===== src/rtl/alu_pkg.sv =====
// Shared types and constants for the ALU operand-B stage.
package alu_pkg;

    // Where operand B came from on a given beat.
    typedef enum logic [1:0] {
        FWD_NONE = 2'd0,
        FWD_EX   = 2'd1,
        FWD_MEM  = 2'd2
    } fwd_src_e;

    // Occupancy of the two-entry output skid buffer.
    typedef enum logic [1:0] {
        SKID_EMPTY = 2'd0,
        SKID_ONE   = 2'd1,
        SKID_TWO   = 2'd2
    } skid_state_e;

    // Shift-amount widths for RV64 full-width and *W operations.
    localparam int SHAMT_W64 = 6;
    localparam int SHAMT_W32 = 5;

endpackage


===== src/rtl/skid_buf.sv =====
// Two-entry skid buffer: a head register that drives the output and one
// skid register that catches the beat accepted while the head is stalled.
// in_ready is registered and derived from the next occupancy.
module skid_buf
    import alu_pkg::*;
#(
    parameter int W = 8
) (
    input  logic         clk,
    input  logic         rst_n,
    input  logic         flush,
    input  logic         in_valid,
    output logic         in_ready,
    input  logic [W-1:0] in_data,
    output logic         out_valid,
    input  logic         out_ready,
    output logic [W-1:0] out_data
);

    skid_state_e  state_q, state_d;
    logic [W-1:0] head_q, head_d;
    logic [W-1:0] skid_q, skid_d;
    logic         in_ready_q, in_ready_d;
    logic         accept;
    logic         drain;

    // A beat offered during flush is dropped, so it never counts as accepted.
    assign accept    = in_valid && in_ready_q && !flush;
    assign out_valid = (state_q != SKID_EMPTY);
    assign drain     = out_valid && out_ready;
    assign in_ready  = in_ready_q;
    assign out_data  = head_q;

    // Next occupancy and register contents; the skid entry moves to the head when TWO drains.
    always_comb begin
        // NOTE: every signal written here gets its hold value first, so no path leaves it unassigned and no latch is inferred.
        state_d = state_q;
        head_d  = head_q;
        skid_d  = skid_q;
        if (flush) begin
            state_d = SKID_EMPTY;
        end else begin
            case (state_q)
                SKID_EMPTY: begin
                    if (accept) begin
                        head_d  = in_data;
                        state_d = SKID_ONE;
                    end
                end
                SKID_ONE: begin
                    if (accept && drain) begin
                        head_d = in_data;
                    end else if (accept) begin
                        skid_d  = in_data;
                        state_d = SKID_TWO;
                    end else if (drain) begin
                        state_d = SKID_EMPTY;
                    end
                end
                SKID_TWO: begin
                    // in_ready is low in TWO, so only a drain can happen here.
                    if (drain) begin
                        head_d  = skid_q;
                        state_d = SKID_ONE;
                    end
                end
                default: state_d = SKID_EMPTY;
            endcase
        end
        in_ready_d = (state_d != SKID_TWO);
    end

    // State and payload registers with asynchronous clear.
    always_ff @(posedge clk or negedge rst_n) begin
        if (!rst_n) begin
            state_q    <= SKID_EMPTY;
            // NOTE: the payload registers are reset because head_q is visible on out_data and must read zero during reset.
            head_q     <= '0;
            skid_q     <= '0;
            in_ready_q <= 1'b0;
        end else begin
            // NOTE: non-blocking assignments so all registers update from pre-edge values.
            state_q    <= state_d;
            head_q     <= head_d;
            skid_q     <= skid_d;
            in_ready_q <= in_ready_d;
        end
    end

endmodule


===== src/rtl/alu_opb_stage.sv =====
// ALU operand-B select stage: picks operand B from the source bus (with
// EX/MEM forwarding on the rs2 path and shift-amount masking), then
// registers it through a two-entry skid buffer.
module alu_opb_stage
    import alu_pkg::*;
#(
    parameter int XLEN      = 64,
    parameter int NSRC      = 4,
    parameter int SHAMT_IDX = 2
) (
    input  logic                          clk,
    input  logic                          rst_n,
    input  logic                          in_valid,
    output logic                          in_ready,
    input  logic [$clog2(NSRC)-1:0]       sel,
    input  logic [NSRC-1:0][XLEN-1:0]     src,
    input  logic [4:0]                    rs2_idx,
    input  logic                          word_op,
    input  logic                          flush,
    input  logic                          fwd_ex_valid,
    input  logic [4:0]                    fwd_ex_rd,
    input  logic [XLEN-1:0]               fwd_ex_data,
    input  logic                          fwd_mem_valid,
    input  logic [4:0]                    fwd_mem_rd,
    input  logic [XLEN-1:0]               fwd_mem_data,
    output logic                          out_valid,
    input  logic                          out_ready,
    output logic [XLEN-1:0]               out_data,
    output logic [1:0]                    out_fwd,
    output logic                          sel_err
);

    localparam int PAY_W = XLEN + 3;

    logic [31:0]     sel_ext;
    logic            ex_hit;
    logic            mem_hit;
    logic [XLEN-1:0] rs2_data;
    fwd_src_e        rs2_fwd;
    logic [XLEN-1:0] sel_src;
    logic [XLEN-1:0] op_data;
    fwd_src_e        op_fwd;
    logic            op_err;
    logic [PAY_W-1:0] pay_in;
    logic [PAY_W-1:0] pay_out;

    assign sel_ext = 32'(sel);

    // rs2 forwarding: EX beats MEM, and x0 is never forwarded.
    always_comb begin
        ex_hit   = fwd_ex_valid  && (fwd_ex_rd  == rs2_idx) && (rs2_idx != 5'd0);
        mem_hit  = fwd_mem_valid && (fwd_mem_rd == rs2_idx) && (rs2_idx != 5'd0);
        rs2_data = src[0];
        rs2_fwd  = FWD_NONE;
        if (ex_hit) begin
            rs2_data = fwd_ex_data;
            rs2_fwd  = FWD_EX;
        end else if (mem_hit) begin
            rs2_data = fwd_mem_data;
            rs2_fwd  = FWD_MEM;
        end
    end

    // Operand select; an out-of-range sel falls back to the rs2 path and flags the beat.
    always_comb begin
        sel_src = '0;
        for (int i = 0; i < NSRC; i++) begin
            if (sel_ext == 32'(i)) sel_src = src[i];
        end
        op_data = sel_src;
        op_fwd  = FWD_NONE;
        op_err  = 1'b0;
        if (sel_ext == 32'd0 || sel_ext >= 32'(NSRC)) begin
            op_data = rs2_data;
            op_fwd  = rs2_fwd;
            op_err  = (sel_ext >= 32'(NSRC));
        end else if (sel_ext == 32'(SHAMT_IDX)) begin
            op_data = word_op ? XLEN'(src[SHAMT_IDX][SHAMT_W32-1:0])
                              : XLEN'(src[SHAMT_IDX][SHAMT_W64-1:0]);
        end
    end

    assign pay_in = {op_err, op_fwd, op_data};

    skid_buf #(
        .W(PAY_W)
    ) u_skid (
        .clk      (clk),
        .rst_n    (rst_n),
        .flush    (flush),
        .in_valid (in_valid),
        .in_ready (in_ready),
        .in_data  (pay_in),
        .out_valid(out_valid),
        .out_ready(out_ready),
        .out_data (pay_out)
    );

    assign out_data = pay_out[XLEN-1:0];
    assign out_fwd  = pay_out[XLEN+1:XLEN];
    assign sel_err  = pay_out[XLEN+2];

endmodule


===== config.mk =====
export PLATFORM = sky130hd
export DESIGN_NAME = alu_opb_stage
export DESIGN_NICKNAME = d
export VERILOG_FILES = /design/src/rtl/alu_pkg.sv /design/src/rtl/skid_buf.sv /design/src/rtl/alu_opb_stage.sv
export SDC_FILE = /design/constraint.sdc
export NUM_CORES = 1
export LEC_CHECK = 0
export ABC_AREA = 0
export CAP_MARGIN = 40
export CORE_AREA = 3 3 186 188
export DETAILED_ROUTE_END_ITERATION = 7
export DIE_AREA = 0 0 189 191
export GPL_TIMING_DRIVEN = 0
export PLACE_DENSITY = 0.61
export SKIP_LAST_GASP = 1
export SYNTH_ARGS = -nofsm -noshare
export SYNTH_HDL_FRONTEND = slang
export SYNTH_SLANG_ARGS = --single-unit

===== constraint.sdc =====
create_clock -name clk -period 2.5 [get_ports clk]
set_input_delay 0.5 -clock clk [delete_from_list [all_inputs] [get_ports clk]]
set_output_delay 0.5 -clock clk [all_outputs]
set_load 0.01 [all_outputs]

[Yosys cells after proc, flatten, opt, wreduce, memory -nomap -nowiden]
Cells that the tools add are included.
Cells by class
  order comparisons: 1
  shift operators: 0
  div/mod/pow operators: 0
  bitwise gates (word level): 2
  eq/ne operators: 11
  muxes and demuxes: 23
  reduce and logical (&&, ||, !) cells: 17
  $mul: 0
  add/sub/neg operators: 0
Operators with widths (count)
  2-to-1 mux 64 bit: 7
  2-to-1 mux 67 bit: 3
  one-hot mux 67 bit (3 select lines): 1
  zero test 32 bit: 1
  2-to-1 mux 2 bit: 9
  equality test 5 bit: 2
  logical AND 1 bit: 8
  equality test 2 bit, second input constant: 3
  2-to-1 mux 6 bit: 1
  inequality test 2 x 1 -> 1 bit, second input constant: 3
  one-hot mux 2 bit (3 select lines): 1
  AND reduction 5 bit: 1
  nonzero test 5 bit: 1
  equality test 2 x 1 -> 1 bit, second input constant: 2
  AND reduction 4 bit: 1
  greater-or-equal comparator 2 x 3 -> 1 bit, second input constant: 1
  nonzero test 3 bit: 1
  zero test 2 bit: 1
  inequality test 2 bit, second input constant: 1
  inverter 1 bit: 2
  nonzero test 2 bit: 1
  zero test 1 bit: 1
  logical OR 1 bit: 1
  2-to-1 mux 1 bit: 1
Storage, ports and cells
  RAM bits: 0
  word-level logic and storage cells: 58
  memory bits (read-only): 0
  latch bits: 0
  memories: 0
  register bits after elaboration: 137

[Logic depth before layout (Yosys ltp)]
Gate-level depths: netlist of the first run.
  word-level depth: 8
  depth in mapped cells: 8
  gate-level depth less buffers: 5

[Cells and area by module]
Synthesis of the first run repeated with hierarchy kept, for this count alone.
Second synthesis, totals
  cell total of the unflattened synthesis: 766
  area total of the unflattened synthesis: 8339.2 um^2
Modules (own cells, without submodules)
  skid_buf: cells an instance 450, area an instance 5774.3 um^2, instances 1
  alu_opb_stage: cells an instance 316, area an instance 2565.0 um^2, instances 1

[Least setup slack after synthesis of the first run]
Ideal clock, no wire load.
  kind: input port to flip-flop
  start: input port rs2_idx[3]
  end: register u_skid.head_q[31], in the netlist u_skid.out_data[31]
  buffers on the path: 2
  slack: 294 ps
  cell stages on the path: 7
  arrival time: 2065 ps
  path through: or4_4 -> o211a_1 -> buf_4 -> clkbuf_1 -> and3_2 -> o21ai_0 -> a31oi_1
Between the ends
  word-level cells in the longest chain between the ends: 8
Ends and longest elaborated chain
  from (decl): line alu_opb_stage.sv:17  | input logic [4:0] rs2_idx,
  equality test 5 bit: line alu_opb_stage.sv:52  | mem_hit = fwd_mem_valid && (fwd_mem_rd == rs2_idx) && (rs2_idx != 5'd0);
  logical AND 1 bit (2 in series): line alu_opb_stage.sv:52
  2-to-1 mux 64 bit: line alu_opb_stage.sv:58  | end else if (mem_hit) begin
  2-to-1 mux 64 bit *: line alu_opb_stage.sv:55  | if (ex_hit) begin
  2-to-1 mux 64 bit *: line alu_opb_stage.sv:73  | if (sel_ext == 32'd0 || sel_ext >= 32'(NSRC)) begin
  2-to-1 mux 67 bit, on equally long branches: line skid_buf.sv:51, skid_buf.sv:45
  one-hot mux 67 bit (3 select lines) *: line skid_buf.sv:43  | case (state_q)
  to (signal assigned): line skid_buf.sv:78  | head_q <= '0;
  to (signal assigned): line skid_buf.sv:84  | head_q <= head_d;
  to (decl): line skid_buf.sv:21  | logic [W-1:0] head_q, head_d;
Every way passes the cells marked *; elsewhere a longest branch is shown, timed or not. The select of a mux whose other input is x is not followed.
A chain may end at the register's enable or synchronous reset.

[Worst setup path after layout of the first run]
  start: input port sel[1]
  end: register u_skid.head_q[35], in the netlist u_skid.out_data[35]
Between the ends
  word-level cells in the longest chain between the ends: 8
Ends and longest elaborated chain
  from (decl): line alu_opb_stage.sv:15  | input logic [$clog2(NSRC)-1:0] sel,
  zero test 32 bit: line alu_opb_stage.sv:68, alu_opb_stage.sv:73
  2-to-1 mux 64 bit (3 in series): line alu_opb_stage.sv:68  | if (sel_ext == 32'(i)) sel_src = src[i];
  2-to-1 mux 64 bit: line alu_opb_stage.sv:77  | end else if (sel_ext == 32'(SHAMT_IDX)) begin
  2-to-1 mux 64 bit *: line alu_opb_stage.sv:73
  2-to-1 mux 67 bit, on equally long branches: line skid_buf.sv:51, skid_buf.sv:45
  one-hot mux 67 bit (3 select lines) *: line skid_buf.sv:43
Marked as above.

==> metrics.txt, run 1 <==
status complete, no violations; Worst-path clk slew 0.07 ns; via count 9244; H-tree Lvls 4; fin nets about 1800; Remaining DRCs 0; vias in the first global route 9455; Setup WS post-layout about 0.12 ns; DP HPWL 30.2 mm; Root Driver clkbuf_16; IO Port Bufs 418; Mapped Nets 1333; initial drt markers about 440; min Tclk post-route approximately 2.4 ns; post-synthesis sequential area ratio 0.389; Storage cell area 3380 um^2; Max FO, Critical Path 13; drt pass-1 iters 4; most frequent cells in the layout clkdlybuf4s50_1 (413), dfrtp_1 (135), a31oi_1 (128); pwr/cell area a little under 600 nW/um^2; synth unique cells 42; Slew headroom 0.493; CTS buffer count 17; Worst EP arrival roughly 2.6 ns; Synth async-reset ratio 1.00; layout cell share with drive strength beyond 1 0.169; endpoints failing hold 0; WL/cell 21.2 um; clock sinks 135; worst slack, placed -1.51 ns; Setup crit start kind input pin; multi-input logic area ~5200 um^2; largest net degree at the start of global routing 74; Layout Skew 0.0110 ns; initial antenna violation count 4; Die Span X around 190 um; area delta synth->final 66.3%; Post-DRT Antenna Nets 0; most common cell after layout, fill and taps aside clkdlybuf4s50_1; Post-Synth XOR/XNOR Area 0.0101; GP Congestion 0.822; WP data required 2.76 ns; Vias/cell 5.05; critical path capture point type flip-flop; Clock Latency Late Sink 0.41 ns; top cells by area, synth dfrtp_1 (39%), a31oi_1 (9.2%), mux2_2 (8.3%), mux2i_1 (7.6%), a21boi_0 (5.5%); FF-to-FF setup slack 0.22 ns; Initial Utilization 0.261; area leader, netlist dfrtp_1; #FFs+latches synth 135; I/O pin count ~480; Finish-stage setup viols 0; die area 36100 um^2; largest family of logic cells by synthesized area compound AO/OA/AOI/OAI gates; Total Routed Length 38.8 mm; Layout fillers 3298; Rows 67; RSZ-0062 raised after global routing true; die height 191 um; Core Util, Final 0.434; core area 33300 um^2; complex-gate fraction of the synthesized area 0.258; Synth Area in Adders 0; Max-cap violations 0; post-synthesis mux area share 0.159; leakage 0.00591 uW; number of synthesized flops with an enable pin 0; Final Max Slew Viols 0; Tightest Pin Transition 0.760 ns; GR Util All Layers 0.210; gr ovfl total 0; Simple-Gate Fraction of Synth Area 0.139; Hold WS 0.0677 ns; predominant post-synthesis flop cell dfrtp_1; post-synth top area share 0.389; syn avg cell area 9.40 um^2; Post-Syn Instances 924; synth warn 0; Mapped Area 8690 um^2; post-route cell area 14500 um^2; cell count after placement 1796; maximum vdd drop roughly 0.44 mV; hold crit path type input pin to async pin; first-pass GRT wire length 57.8 mm; post-placement cell area between 10000 and 15000 um^2; maximum clock rate 0.420 GHz; Finished Layout Cells 1830; Tcrit/Tclk final 0.953; CTS tree done; critical path class input pin to flip-flop; Max clock buf depth 2
==> synth_stat cells, types with 2 or more instances <==
| master | n |
|---|---|
| dfrtp_1 | 135 |
| a31oi_1 | 128 |
| clkbuf_1 | 73 |
| nor2_1 | 69 |
| mux2i_1 | 66 |
| nand2b_1 | 65 |
| a21boi_0 | 64 |
| mux2_2 | 64 |
| a22oi_1 | 58 |
| and3_1 | 56 |
| o21ai_0 | 30 |
| o21ai_1 | 26 |
| buf_2 | 13 |
| a21oi_1 | 10 |
| o21ai_2 | 10 |
| and3_2 | 8 |
| xor2_1 | 8 |
| nor2b_1 | 4 |
| a22o_1 | 3 |
| buf_4 | 3 |
| nand2_1 | 3 |
| a222oi_1 | 2 |
| buf_1 | 2 |
| inv_1 | 2 |
| nand4_1 | 2 |
| o211a_1 | 2 |
| or2_2 | 2 |
| xnor2_1 | 2 |
==> sequential cells by signal, summed over array words and instances, names as in the netlist <==
name	cells
u_skid.skid_q	66
u_skid.in_ready	1
u_skid.out_data	66
u_skid.state_q	2
==> kinds of logic (layout without fill, tap and decap cells) <==
group / after synthesis / count (layout)
AOI/OAI and AO/OA: 337 / 337
and+or+nand+nor: 216 / 216
DFF: 135 / 135
muxes: 130 / 130
buffers and inverters: 95 / 552
xor gates and xnor gates: 10 / 10
other: 1 / 2
==> worst paths after layout <==
kind,from,to,depth (start not counted)
max in group asynchronous,rst_n,u_skid.skid_q[33],2
min in group clk,u_skid.skid_q[64],u_skid.skid_q[64],1
max,sel[1],u_skid.out_data[35],7
min,rst_n,u_skid.state_q[1],1
min reg2reg,u_skid.skid_q[64],u_skid.skid_q[64],1
max reg2reg,u_skid.state_q[1],u_skid.out_data[25],7
==> metal layers <==
layer,track usage,part of all wire
met1,0.259,0.41
met5,0,0.0015
met3,0.0596,0.068
met2,0.365,0.50
met4,0.0481,0.019
==> where the power goes <==
part | switching [uW] | internal (uW)
clock network | 1050 | 1480
logic | 1170 | 1600
registers | 285 | 2780
total | 2500 | 5850
==> per-stage QoR <==
| step | power (uW) | TNS, ns |
|---|---|---|
| after floorplan | 4280 | 0 |
| after global placement | 5780 | -844.81 |
| after detailed placement | 5840 | -147.17 |
| after CTS | 8450 | -0.0418 |
| after global routing | 8830 | -0.0215 |
| final | 8360 | 0 |
==> cell type report <==
| type | instances | area share |
|---|---|---|
| timing repair buffer | 427 | 0.297 |
| antenna | 1 | 0.000173 |
| clock buffer | 18 | 0.0297 |
| sequential | 135 | 0.234 |
| buffer | 92 | 0.0337 |
| inverter | 2 | 0.000519 |
| clock inverter | 13 | 0.0102 |
| multi-input combinational | 694 | 0.356 |
| tap | 448 | 0.0388 |
==> what timing repair did <==
item	CTS	global route
endpoints found under the setup margin	132	131
hold endpoints to repair	0	0
pin swaps	12	3
gates resized for setup	103	41
setup buffers	2	1
hold buffers	0	0
==> worst max-delay path, stage by stage <==
cell and delay, ns:
clkdlybuf4s50_1 0.59, buf_2 0.31, buf_8 0.22, clkbuf_2 0.31, mux2_2 0.38, a22oi_2 0.19
a31oi_1 0.11
Power figures use the tool's default switching activity.
==> run 2, diff against run 1 <==
--- a/config.mk
+++ b/config.mk
@@ -10,7 +10,6 @@
 export CORE_AREA = 3 3 186 188
 export DETAILED_ROUTE_END_ITERATION = 7
 export DIE_AREA = 0 0 189 191
-export GPL_TIMING_DRIVEN = 0
 export PLACE_DENSITY = 0.61
 export SKIP_LAST_GASP = 1
 export SYNTH_ARGS = -nofsm -noshare
==> run 2 against run 1 <==
Effect of this change: hold slack worse by 0.010 ns; power up 0.52%; maximum frequency down 0.87%; core utilization up 0.55 points; highest routed layer is now met4.
==> metrics.txt, run 2 (same netlist as run 1, synthesis figures left out) <==
FF-to-FF setup slack 0.59 ns (+0.37 ns); Sw Pwr 2450 uW (-2.1%); Finish-stage setup viols 0 (unchanged); ant diodes 0 (-1); Worst-path clk slew 0.06 ns (about the same); Tcrit/Tclk final 0.961 (+0.00835); IO Port Bufs 418 (unchanged); core area 33300 um^2 (unchanged); I/O pin count 478 (unchanged); RSZ-0062 raised after global routing false; drt pass-1 iters 7 (+3); maximum clock rate 0.416 GHz (-0.87%); Root Driver clkbuf_16; Internal 5950 uW (+1.6%); Levels on crit path 11 (+4); Setup crit start kind input pin; Tightest Pin Transition 0.565 ns (-0.196 ns); Clock Latency Late Sink 0.41 ns (about the same); Crit Reg-Reg Endpoint u_skid.out_data[31]; Worst Setup SP rs2_idx[0]; leakage 0.00603 uW (+2.0%); cells on worst reg2reg path 6 (-1); setup TNS 0 ns (unchanged); min Tclk post-route 2.40 ns (+0.0209 ns); WL/cell 19.4 um (-8.5%); crit-path leading delay family buffers and inverters; Post-CTS Hold Fix Bufs 0 (unchanged); Rows 67 (unchanged); initial antenna violation count 0 (-4); Max FO, Critical Path 3 (-10); die height 191 um (unchanged); Max-cap violations 0 (unchanged); clock power share 0.305 (+0.003); worst slack, placed -0.446 ns (+1.07 ns); layout cell share with drive strength beyond 1 0.152 (-0.0168); worst path bufs/invs 6 (+2); Die Span X 189 um (unchanged); CTS tree done; endpoints failing hold 0 (unchanged); critical path capture point type flip-flop; Initial Utilization 0.261 (unchanged); most common cell after layout, fill and taps aside clkdlybuf4s50_1; worst r2r src u_skid.state_q[0]; via count 8921 (-3.5%); CP max stage cell or4_4; largest net degree at the start of global routing 67 (-9.5%); Vias/cell 4.95 (-2.1%); CP max stage delay 0.46 ns (-0.13 ns); Core Util, Final 0.440 (+0.00545); CP Capture Point u_skid.out_data[59]; first-pass GRT wire length 50.9 mm (-12%); gr ovfl total 0 (unchanged); Worst EP arrival 2.73 ns (+0.09 ns); Post-DRT Antenna Nets 0 (unchanged); Remaining DRCs 0 (unchanged); critical path class input pin to flip-flop; H-tree Lvls 4 (unchanged); initial drt markers 345 (-22%); pwr/cell area 574 nW/um^2 (-0.73%); hold crit path type input pin to async pin; WP data required 2.83 ns (+0.07 ns); Layout Skew 0.0112 ns (+0.000258 ns); most frequent cells in the layout clkdlybuf4s50_1 (412), dfrtp_1 (135), a31oi_1 (128); Setup WS post-layout 0.0978 ns (-0.0209 ns); most used cell, CP buf_4; Comb pwr share 0.331 (about the same); Max clock buf depth 2 (unchanged); share of power burned in registers 0.364 (-0.002); Finished Layout Cells 1804 (-1.4%); area delta synth->final 68.4%; Final Max Slew Viols 0 (unchanged); GP Congestion 0.804 (-2.1%); fin nets 1752 (-1.5%); GR Util All Layers 0.181 (-0.0294); DP HPWL 25.6 mm (-15%); clock sinks 135 (unchanged); vias in the first global route 8932 (-5.5%); Slew headroom 0.624 (+0.131); Sw Share 0.292 (-0.00786); maximum vdd drop 0.431 mV (-1.4%); Total Routed Length 35.0 mm (-9.8%); die area 36100 um^2 (unchanged); CTS buffer count 17 (unchanged); total power 8400 uW (+0.52%); cell count after placement 1761 (-1.9%); crit path cell chain clkdlybuf4s50_1 -> or4_4 -> o211a_1 -> buf_4 -> a31oi_4 -> buf_4 -> buf_4 -> buf_4 -> o21ai_0 -> buf_4 -> a31oi_1; status complete, no violations
-- run 2: changes by cell type in the layout (fill, tap and decap cells not counted), sizes merged, moves of 2 or more --
cell,change
clkbuf,-66
buf,+43
clkinv,+2
dlygate4sd2,-2
dlymetal6s2s,+2
-- run 2: area by class of cell --
type                    count  area (um^2)
multi-input cells         694         4990
well taps                 448          561
inverters                   2         7.51
clock buffers              19          443
fillers                  3233        18600
clock inverters            13          148
repair buffers            493         5100
flip-flops and latches    135         3380
-- run 2: how the worst min path moves through the flow --
| stage | to | slack (ns) | depth (start not counted) |
|---|---|---|---|
| after floorplan | u_skid.in_ready | 0.20 | 0 |
| after global placement | u_skid.out_data[64] | 0.47 | 2 |
| after detailed placement | u_skid.out_data[64] | 0.49 | 2 |
| after CTS | u_skid.skid_q[49] | 0.07 | 1 |
| after global routing | u_skid.state_q[1] | 0.08 | 1 |
| final | u_skid.state_q[1] | 0.06 | 1 |
-- run 2: metrics by stage --
| stage | hold slack, ns | area (um^2) |
|---|---|---|
| final | 0.0572 | 14600 |
| after global routing | 0.0816 | 14600 |
| after CTS | 0.0737 | 14400 |
| after detailed placement | 0.489 | 13800 |
| after global placement | 0.465 | 13800 |
| after floorplan | 0.204 | 8690 |
-- run 2: power groups by stage --
stage / logic, uW / registers, uW / clock network, uW
after global placement: 2730 / 3070 / 0
after CTS: 2770 / 3060 / 2630
after detailed placement: 2760 / 3100 / 0
after floorplan: 1120 / 3160 / 0
after global routing: 3040 / 3140 / 2730
final: 2780 / 3060 / 2560
-- run 2: metal layers --
layer | share of wire | GRT usage | routed length (um) | vias to the layer above
met5 | 0 | 0 | 0 | -
met4 | 0.019 | 0.0536 | 677 | 0
met3 | 0.065 | 0.0479 | 2290 | 32
met2 | 0.51 | 0.323 | 17700 | 288
met1 | 0.41 | 0.213 | 14300 | 4302
li1 | - | - | - | 4299
-- run 2: timing repair --
item                       4_1_cts  5_1_grt
cloned                           0        5
setup endpoints to repair        1      106
pin swaps                        0       15
setup buffers                    0        6
resized for setup                1       24
-- run 2: worst register-to-register path: cells and delay by family (launching register included) --
| family | cells | cell delay [ns] |
|---|---|---|
| flip-flops | 1 | 0.48 |
| AND/OR/NAND/NOR | 2 | 0.37 |
| AO/OA/AOI/OAI | 2 | 0.34 |
| buffers and inverters | 1 | 0.30 |
| multiplexers | 1 | 0.30 |
==> run 3, diff against run 2 <==
--- a/config.mk
+++ b/config.mk
@@ -7,11 +7,12 @@
 export LEC_CHECK = 0
 export ABC_AREA = 0
 export CAP_MARGIN = 40
-export CORE_AREA = 3 3 186 188
+export CORE_AREA = 3 3 184 186
 export DETAILED_ROUTE_END_ITERATION = 7
-export DIE_AREA = 0 0 189 191
+export DIE_AREA = 0 0 187 189
 export PLACE_DENSITY = 0.61
 export SKIP_LAST_GASP = 1
 export SYNTH_ARGS = -nofsm -noshare
 export SYNTH_HDL_FRONTEND = slang
+export SYNTH_HIERARCHICAL = 1
 export SYNTH_SLANG_ARGS = --single-unit
==> run 3 against run 2 <==
Effect of this change: core utilization shrank 0.90 points; die area shrank 2.1%; critical path depth grew 1; maximum frequency shrank 2.2%; count of clock-buffer cells in the layout is the same; synthesized cell count shrank 17%; clock power shrank 9.8%; area after synthesis shrank 4.0%; first-iteration DRC count shrank 31%; worst setup slack lost 0.053 ns; via count shrank 15%.
==> metrics.txt, run 3 <==
area leader, netlist dfrtp_1; setup TNS 0 ns (unchanged); Clock Latency Late Sink 0.41 ns (about the same); GR Util All Layers 0.156 (-0.0250); clock sinks 137 (+1.5%); RSZ-0062 raised after global routing true; post-placement cell area 13300 um^2 (-3.8%); most frequent cells in the layout clkdlybuf4s50_1 (415), dfrtp_1 (137), mux2_2 (130); hold crit path type flip-flop to flip-flop; Setup WS post-layout 0.0444 ns (-0.0533 ns); Post-DRT Antenna Nets 0 (unchanged); Total Routed Length 28.7 mm (-18%); most numerous cell in the Yosys netlist dfrtp_1; top cells by area, synth dfrtp_1 (41%), mux2_2 (18%), mux2i_1 (16%), o21ai_1 (6.9%), a22oi_1 (5.2%); I/O pin count 478 (unchanged); worst slack, placed -0.402 ns (+0.0439 ns); met3 wire len 1.90 mm (-17%); endpoints failing hold 0 (unchanged); CP max stage delay 0.53 ns (+0.07 ns); Root Driver clkbuf_16; IO Port Bufs 419 (+0.24%); DP HPWL 22.0 mm (-14%); most common cell after layout, fill and taps aside clkdlybuf4s50_1; Setup crit start kind input pin; maximum clock rate 0.407 GHz (-2.2%); drt pass-1 iters 4 (-3); Post-Syn Instances 766 (-17%); WL met2 14.8 mm (-16%); syn avg cell area 10.9 um^2 (+16%); die height 189 um (-1.0%); critical path capture point type flip-flop; CTS buffer count 17 (unchanged); synth warn 6 (+6); vias in the first global route 7895 (-12%); leakage 0.00542 uW (-10%); Worst EP arrival 2.78 ns (+0.05 ns); synth unique cells 35 (-17%); crit path cell chain clkdlybuf4s50_1 -> or4_4 -> nor2_4 -> buf_4 -> nor3_4 -> buf_12 -> clkbuf_16 -> buf_4 -> mux2i_1 -> o21ai_0 -> mux2i_1 -> o21ai_1; Die Span X 187 um (-1.1%); min Tclk post-route 2.46 ns (+0.0533 ns); Commonest cells post-synth dfrtp_1 (137), mux2i_1 (132), mux2_2 (130), o21ai_1 (115), nand2_1 (71); post-synth top area share 0.411 (+0.0223); Final Max Slew Viols 0 (unchanged); area delta synth->final 67.6%; Rows 66 (-1.5%); initial antenna violation count 0 (unchanged); Finish-stage setup viols 0 (unchanged); largest net degree at the start of global routing 69 (+3.0%); CTS tree done; post-route cell area 14000 um^2 (-4.5%); Layout Skew 0.0104 ns (-0.000861 ns); ant diodes 0 (unchanged); Worst-path clk slew 0.06 ns (about the same); Max clock buf depth 2 (unchanged); Max-cap violations 0 (unchanged); WP data required 2.83 ns (about the same); number of synthesized flops with an enable pin 0 (unchanged); CP max stage cell or4_4; Remaining DRCs 0 (unchanged); Highest Signal Layer met4; Vias/cell 4.58 (-7.4%); critical path class input pin to flip-flop; pwr/cell area 541 nW/um^2 (-5.7%); Layout fillers 3125 (-3.3%); Slew headroom 0.537 (-0.0862); Synth async-reset ratio 1.00 (unchanged); first-pass GRT wire length 43.9 mm (-14%); multi-input logic area 4560 um^2 (-8.7%); layout cell share with drive strength beyond 1 0.197 (+0.0453); GP Congestion 0.794 (-1.3%); Mapped Area 8340 um^2 (-4.0%); initial drt markers 237 (-31%); via count 7577 (-15%); predominant post-synthesis flop cell dfrtp_1; #FFs+latches synth 137 (+1.5%); Tcrit/Tclk final 0.982 (+0.0213); H-tree Lvls 4 (unchanged); wl on met1 11.7 mm (-18%); status complete, no violations; gr ovfl total 0 (unchanged); WL/cell 17.4 um (-11%); Core Util, Final 0.431 (-0.00900); post-synthesis sequential area ratio 0.411 (+0.0223); Max FO, Critical Path 5 (+2); die area 35300 um^2 (-2.1%); core area 32500 um^2 (-2.5%); Tightest Pin Transition 0.692 ns (+0.128 ns); fin nets 1609 (-8.2%); maximum vdd drop 0.421 mV (-2.2%); Initial Utilization 0.257 (-0.00414); Storage cell area 3430 um^2 (+1.5%)
==> run 3: layer usage <==
metal / global-route usage / vias up
li1: - / 3696
met1: 0.181 / 3636
met4: 0.0337 / 0
met5: 0 / -
met3: 0.0474 / 12
met2: 0.283 / 233
==> run 3: worst paths after layout <==
kind,end,start,slack (ns),cells past startpoint
worst max-delay path,u_skid/out_data[10],rs2_idx[3],0.04,12
worst min-delay path,u_skid/out_data[34],u_skid/out_data[34],0.48,2
worst max register to register,u_skid/out_data[10],u_skid/state_q[0],0.84,5
worst min register to register,u_skid/out_data[34],u_skid/out_data[34],0.48,2
max in group asynchronous,u_skid/out_data[44],rst_n,1.27,3
min in group asynchronous,u_skid/out_data[11],rst_n,0.56,2
==> run 3: logic make-up after synthesis <==
logic type                Yosys count  share of synthesized area
xor gates and xnor gates           10                     0.0105
AOI/OAI and AO/OA                 201                      0.143
buffers and inverters              66                     0.0521
muxes                             262                      0.334
DFF                               137                      0.411
and+or+nand+nor                    89                     0.0488
other                               1                   0.000450
==> run 3: worst max-delay path, delay by kind of cell <==
family	cells	cell delay, ns
buffers and inverters	5	1.00
and+or+nand+nor	3	0.68
AOI/OAI and AO/OA	2	0.37
muxes	2	0.23
==> run 3: where the power goes <==
group / internal (uW) / switching [uW] / total, uW
registers: 2740 / 251 / 2990
clock network: 1300 / 1000 / 2310
logic: 1420 / 848 / 2270
==> run 3: area by class of cell <==
class                   instances  share of cell area
clock inverters                12             0.00662
repair buffers                479               0.350
flip-flops and latches        137               0.245
well taps                     442              0.0396
multi-input cells             564               0.326
inverters                       1            0.000269
clock buffers                  19              0.0317
==> run 3: metrics by stage <==
step	hold slack (ns)	instances	total power, uW
2_1_floorplan	0.204	767	3970
3_3_place_gp	0.440	1613	5260
3_5_place_dp	0.437	1613	5320
4_1_cts	0.485	1645	7700
5_1_grt	0.506	1654	8020
6_report	0.477	1654	7560
==> run 3: what timing repair did <==
action | CTS | global route
endpoints found under the setup margin | 0 | 86
gates resized for setup | 0 | 12
hold endpoints to repair | 23 | 0
buffers inserted | 0 | 8
hold buffers | 1 | 0
